File: config.mk
export PLATFORM = sky130hd
export DESIGN_NAME = cdc_bus_tx_sched
export DESIGN_NICKNAME = d
export VERILOG_FILES = /design/src/rtl/cdc_bus_tx_sched.sv
export SDC_FILE = /design/constraint.sdc
export NUM_CORES = 1
export LEC_CHECK = 0
export BUFFER_PORTS_ARGS = -buffer_cell sky130_fd_sc_hd__buf_4
export CAP_MARGIN = 20
export CORE_MARGIN = 5
export CORE_UTILIZATION = 43
export CTS_BUF_LIST = sky130_fd_sc_hd__clkbuf_16
export CTS_CLUSTER_SIZE = 20
export DETAILED_ROUTE_END_ITERATION = 6
export GPL_TIMING_DRIVEN = 0
export HOLD_SLACK_MARGIN = 0.05
export PLACE_DENSITY_LB_ADDON = 0.2
export SYNTH_ARGS = -nofsm -noshare
export SYNTH_HDL_FRONTEND = slang
export SYNTH_SLANG_ARGS = --single-unit
File: constraint.sdc
create_clock -name CLK -period 1.5 [get_ports CLK]
set_input_delay 0.45 -clock CLK [delete_from_list [all_inputs] [get_ports CLK]]
set_output_delay 0.45 -clock CLK [all_outputs]
set_load 0.005 [all_outputs]
File: src/rtl/cdc_bus_tx_sched.sv
// Source-domain scheduler for the multi-bit bus synchronizer. It arbitrates two
// requesters round-robin and launches one word at a time with fixed enable hold and gap.
module cdc_bus_tx_sched #(
  parameter int BUS_WIDTH   = 8,
  parameter int HOLD_CYCLES = 6,
  parameter int GAP_CYCLES  = 6,
  parameter int CNT_WIDTH   = 4
) (
  input  logic                 CLK,
  input  logic                 RST,
  input  logic                 req0_valid,
  input  logic [BUS_WIDTH-1:0] req0_data,
  output logic                 req0_ready,
  input  logic                 req1_valid,
  input  logic [BUS_WIDTH-1:0] req1_data,
  output logic                 req1_ready,
  output logic [BUS_WIDTH-1:0] unsync_bus,
  output logic                 bus_enable,
  output logic                 grant_id,
  output logic                 busy
);

  typedef enum logic [1:0] {
    IDLE = 2'd0,
    HOLD = 2'd1,
    GAP  = 2'd2
  } state_t;

  localparam logic [CNT_WIDTH-1:0] HOLD_LOAD = CNT_WIDTH'(HOLD_CYCLES - 1);
  localparam logic [CNT_WIDTH-1:0] GAP_LOAD  = CNT_WIDTH'(GAP_CYCLES - 1);

  state_t               state, state_nxt;
  logic [CNT_WIDTH-1:0] cnt, cnt_nxt;
  logic [BUS_WIDTH-1:0] bus_nxt;
  logic                 en_nxt;
  logic                 gid_nxt;
  logic                 last_grant, last_grant_nxt;
  logic                 sel1;
  logic                 accept;

  always_comb begin
    // req1 wins when it is alone, or when both ask and req0 had the last grant
    sel1       = req1_valid & (~req0_valid | ~last_grant);
    req0_ready = (state == IDLE) & req0_valid & ~sel1;
    req1_ready = (state == IDLE) & sel1;
    accept     = req0_ready | req1_ready;

    state_nxt      = state;
    cnt_nxt        = cnt;
    bus_nxt        = unsync_bus;
    en_nxt         = bus_enable;
    gid_nxt        = grant_id;
    last_grant_nxt = last_grant;

    case (state)
      IDLE: begin
        if (accept) begin
          bus_nxt        = sel1 ? req1_data : req0_data;
          gid_nxt        = sel1;
          last_grant_nxt = sel1;
          en_nxt         = 1'b1;
          cnt_nxt        = HOLD_LOAD;
          state_nxt      = HOLD;
        end
      end
      HOLD: begin
        if (cnt == '0) begin
          en_nxt    = 1'b0;
          cnt_nxt   = GAP_LOAD;
          state_nxt = GAP;
        end else begin
          cnt_nxt = cnt - CNT_WIDTH'(1);
        end
      end
      GAP: begin
        if (cnt == '0) begin
          state_nxt = IDLE;
        end else begin
          cnt_nxt = cnt - CNT_WIDTH'(1);
        end
      end
      default: begin
        en_nxt    = 1'b0;
        state_nxt = IDLE;
      end
    endcase
  end

  always_ff @(posedge CLK or negedge RST) begin
    if (!RST) begin
      state      <= IDLE;
      cnt        <= '0;
      unsync_bus <= '0;
      bus_enable <= 1'b0;
      grant_id   <= 1'b0;
      last_grant <= 1'b1;
    end else begin
      state      <= state_nxt;
      cnt        <= cnt_nxt;
      unsync_bus <= bus_nxt;
      bus_enable <= en_nxt;
      grant_id   <= gid_nxt;
      last_grant <= last_grant_nxt;
    end
  end

  assign busy = (state != IDLE);

endmodule

# Yosys cells after proc, flatten, opt, wreduce, memory -nomap -nowiden

Index checks and enable logic that the tools add are counted.

Register bits: 17
Input bits: 20
Output and inout bits: 13
Logic and storage cells: 43

Add/subtract/negate cells: 1
Eq/ne operators: 6
Mux-type cells: 12
Bitwise operators: 10
Reduce and logical (&&, ||, !) cells: 8

Operators with widths:

| kind                                                 | number |
|---|---|
| 2-to-1 mux 4 bit                                     | 3 |
| one-hot mux 4 bit (3 select lines)                   | 1 |
| AND reduction 3 bit                                  | 3 |
| 2-to-1 mux 8 bit                                     | 1 |
| inequality test 2 bit (second input constant)        | 4 |
| 2-to-1 mux 2 bit                                     | 3 |
| one-hot mux 2 bit (3 select lines)                   | 1 |
| bitwise AND 1 bit                                    | 4 |
| zero test 4 bit                                      | 1 |
| NOT 1 bit                                            | 4 |
| subtractor 4 x 1 -> 4 bit (second input constant)    | 1 |
| one-hot mux 1 bit (3 select lines)                   | 1 |
| nonzero test 3 bit                                   | 1 |
| equality test 2 x 1 -> 1 bit (second input constant) | 1 |
| equality test 2 bit (second input constant)          | 1 |
| zero test 2 bit                                      | 1 |
| 2-to-1 mux 1 bit                                     | 2 |
| bitwise OR 1 bit                                     | 2 |
| AND reduction 2 bit                                  | 1 |
| nonzero test 2 bit                                   | 1 |

# Longest topological paths before layout

Word-level depth: 8
Mapped depth: 6
Gate-level depth less buffers: 5

# Worst setup path after synthesis

No wires, ideal clock.

Kind: flip-flop to flip-flop
From: register state[0]
To: register cnt[3]
Library setup time: 0.134 ns
Data arrival time: 1.509 ns
Required time: 1.366 ns
Setup slack: -0.142 ns
Stages on the path, launching flop included: 7
Path buffers: 1
Period minus slack after synthesis: 1.642 ns
Path through: dfrtp_1 inv_1 ha_1 buf_2 or4b_1 or4b_1 o211ai_2

Cells in the longest elaborated chain, start to end: 6
Elaborated cells on any way between the ends: 12

Ends and longest elaborated chain:

| element                                | RTL line   | text |
|---|---|---|
| from (decl)                            | 32         | `state_t state, state_nxt;` |
| from (signal assigned)                 | 98         | `state <= state_nxt;` |
| zero test 2 bit                        | 44, 45, 55 |  |
| bitwise AND 1 bit (2 in a row)         | 44         | `req0_ready = (state == IDLE) & req0_valid & ~sel1;` |
| bitwise OR 1 bit                       | 46         | `accept = req0_ready \| req1_ready;` |
| inequality test 2 bit (no source line) | --         |  |
| AND reduction 3 bit (no source line)   | --         |  |
| to (signal assigned)                   | 99         | `cnt <= cnt_nxt;` |
| to (decl)                              | 33         | `logic [CNT_WIDTH-1:0] cnt, cnt_nxt;` |

Several ways; a longest one is shown, not always the timed one.
A chain may end at the register's enable or synchronous reset.

# Worst setup path after layout

Ends and elaborated chain as after synthesis.

==> reports/qor.csv <==
metric,value,unit
status,"finished, violations left",
violated checks,setup timing,
Post-DRT Antenna Nets,0,
drt total wl,2550,um
input/output buffers,32,
largest family of logic cells by synthesized area,compound AO/OA/AOI/OAI gates,
CTS Buf Count,3,
post-synth top area share,42.2,%
adder-cell share of the synthesized area,6.60,%
DR vias,896,
post-synth top area cell,dfrtp_1,
CTS tree,built,
R2R Path Start,state[0],
Pwr per Cell Area,2130,nW/um^2
RD Place Congestion,0.789,
Critical Path RT,1.62,ns
share of cells above drive strength 1,49.3,%
Worst R2R Path Depth,6,
number of fill cells in the layout,161,
Mapped Cells,93,
CP Max Fanout,9,
placed inst area,1240,um^2
crit path kind,flop to flop,
unrepaired setup endpoints after global routing,true,
CP Launch Type,flop,
Hold WC Path Type,input pin to asynchronous set/reset pin,
R2R Path End,cnt[3],
I/O pins,33,
1st-iter DRT viols,17,
nets@finish,168,
clock latency on the worst-skew pair,0.24,ns
post-route clock period utilization,112,%
clock skew,0.00254,ns
Util after Layout,69.1,%
VDD IR max,1.41,mV
Area growth syn-to-layout,56.5,%
Die Ht,57.0,um
syn_nets,118,
most frequent cells in the layout,"43 x buf_4, 16 x dfrtp_1, 9 x o21ai_0, 9 x mux2i_1, 8 x nand2_1",
"most common cell after layout, fill and taps aside",buf_4,
sequential fraction of the synthesis area,45.0,%
crit path time final,1.68,ns
Syn. warnings,0,
Post-Syn Area per Cell,10.2,um^2
CTS Buffer Depth,2,
CP arrival,1.80,ns
library cells used by synthesis,31,
first-pass detailed-route iteration total,4,
slew at the pin closest to its max-slew limit,0.396,ns
R2R setup slack,-0.18,ns
largest net degree at the start of global routing,18,
Top Usage Layer GRT,met2,
Crit. End Element,flop,
GR Util met3,4.30,%
Setup WS pre-CTS,-0.320,ns
multi-input logic area,542,um^2
routing usage on met1,19.8,%
initial antenna violation count,0,
Starting Density,44.1,%
Synth Area in Compound Gates,21.6,%
Syn Std Cell Area,948,um^2
clk slew on worst S/H paths,0.05,ns
Max Slew Vio Count,0,
final worst slack,-0.182,ns
XOR/XNOR Fraction of Synth Area,0,%
dpl hpwl,1600,um
Leakage Power,0.721,nW
Placement Rows,17,
H-tree depth,1,
Seq cells post-synth,17,
DR vias/cell,5.27,
multiplexer share of the synthesized area,9.50,%
CTS root buffer,clkbuf_16,
Worst Setup SP,state[0],
M2 GR Usage,24.6,%
full die area,3250,um^2
aggregate global-route resource usage,15.3,%
# clock sinks,17,
WL/cell,15.0,um
Slew HR,73.6,%
Final Instance Area,1480,um^2
f_max,594,MHz
Synth area leaders,"dfrtp_1 42%, mux2i_1 9.5%, ha_1 6.6%, o21ai_0 6.3%, nand2_1 3.6%",
first-pass GRT wire length,3980,um
Hold Slack,0.0625,ns
Sequential Area,427,um^2
DRC errors left,0,
max-cap viol count,0,
Core Area,2150,um^2
final hold vios,0,
Simple-Gate Fraction of Synth Area,13.5,%
ant diodes,0,
final setup fails,8,
Die W,57.0,um
vias in the first global route,862,
GRT Residual Overflow,0,
==> layout make-up <==
class                   instances  share of cell area, %
repair buffers                 46                   24.0
well taps                      28                   2.36
flip-flops and latches         17                   28.8
plain buffers                   2                   1.52
clock buffers                   3                   5.06
clock inverters                 1                  0.253
multi-input cells              67                   36.5
inverters                       6                   1.52
==> stage by stage <==
stage	TNS [ns]	instances	power [mW]
6_report	-0.816	170	3.16
5_1_grt	-1.22	170	3.42
4_1_cts	-0.996	166	2.96
3_5_place_dp	-4.13	153	2.17
3_3_place_gp	-3.57	153	2.12
2_1_floorplan	-0.0629	93	1.66
==> sequential cells by signal (all words and copies together), names as in the netlist <==
| name | cells |
|---|---|
| bus_enable | 1 |
| grant_id | 1 |
| unsync_bus | 8 |
| state | 2 |
| last_grant | 1 |
| cnt | 4 |
==> routing by layer <==
metal / wire [um] / up-vias
li1: - / 440
met2: 1220 / 31
met3: 168 / 2
met5: 0 / -
met4: 10 / 0
met1: 1140 / 423
==> worst max path at each step <==
stage	to	slack [ns]	cells past startpoint
3_3_place_gp	unsync_bus[5]	-0.28	5
4_1_cts	req1_ready	-0.14	4
5_1_grt	cnt[3]	-0.24	6
3_5_place_dp	unsync_bus[6]	-0.32	6
6_report	cnt[3]	-0.18	6
2_1_floorplan	cnt[3]	-0.06	5
==> worst max-delay path, cell delays in order, from the launching register on <==
cell	delay, ns
dfrtp_1	0.41
inv_2	0.08
ha_2	0.19
buf_6	0.13
or4b_4	0.48
or4b_1	0.19
o211ai_2	0.07
==> synth_stat cells <==
cell type and count:
a211o_1 2, nor3b_2 1, a21oi_1 2, a21o_1 2
a21boi_1 1, inv_1 6, or3_1 1, mux2i_1 9
o21ai_0 12, nor2_1 4, dfrtp_1 16, nand4b_1 1
o211ai_2 1, buf_2 2, o2bb2ai_1 2, nand2_1 9
clkbuf_1 1, a31oi_1 1, o22ai_1 1, o21ba_2 1
o31ai_1 1, o31a_1 1, o21ai_1 2, dfstp_2 1
a32oi_1 1, and2_1 1, or3b_1 2, or4b_1 2
ha_1 5, nor3b_1 1, a211oi_1 1
==> logic make-up after synthesis <==
kind of cell,after synthesis
muxes,9
buffers and inverters,9
AOI/OAI and AO/OA,31
adders and majority gates,5
DFF,17
and+or+nand+nor,22
==> timing repair <==
action	in CTS	in global routing
setup endpoints to repair	18	18
pin swaps	4	3
hold buffers	0	0
cloned	0	0
resized for setup	12	14
setup buffers	9	5
==> report_power, final <==
| group | switching, mW | internal, mW | total [mW] | leakage, nW |
|---|---|---|---|---|
| clock | 0.165 | 0.353 | 0.519 | 0.0423 |
| combinational | 0.785 | 1.01 | 1.79 | 0.472 |
| sequential | 0.154 | 0.694 | 0.847 | 0.207 |
| total | 1.10 | 2.05 | 3.16 | 0.721 |
No activity file was read; power rests on OpenSTA's default activity.
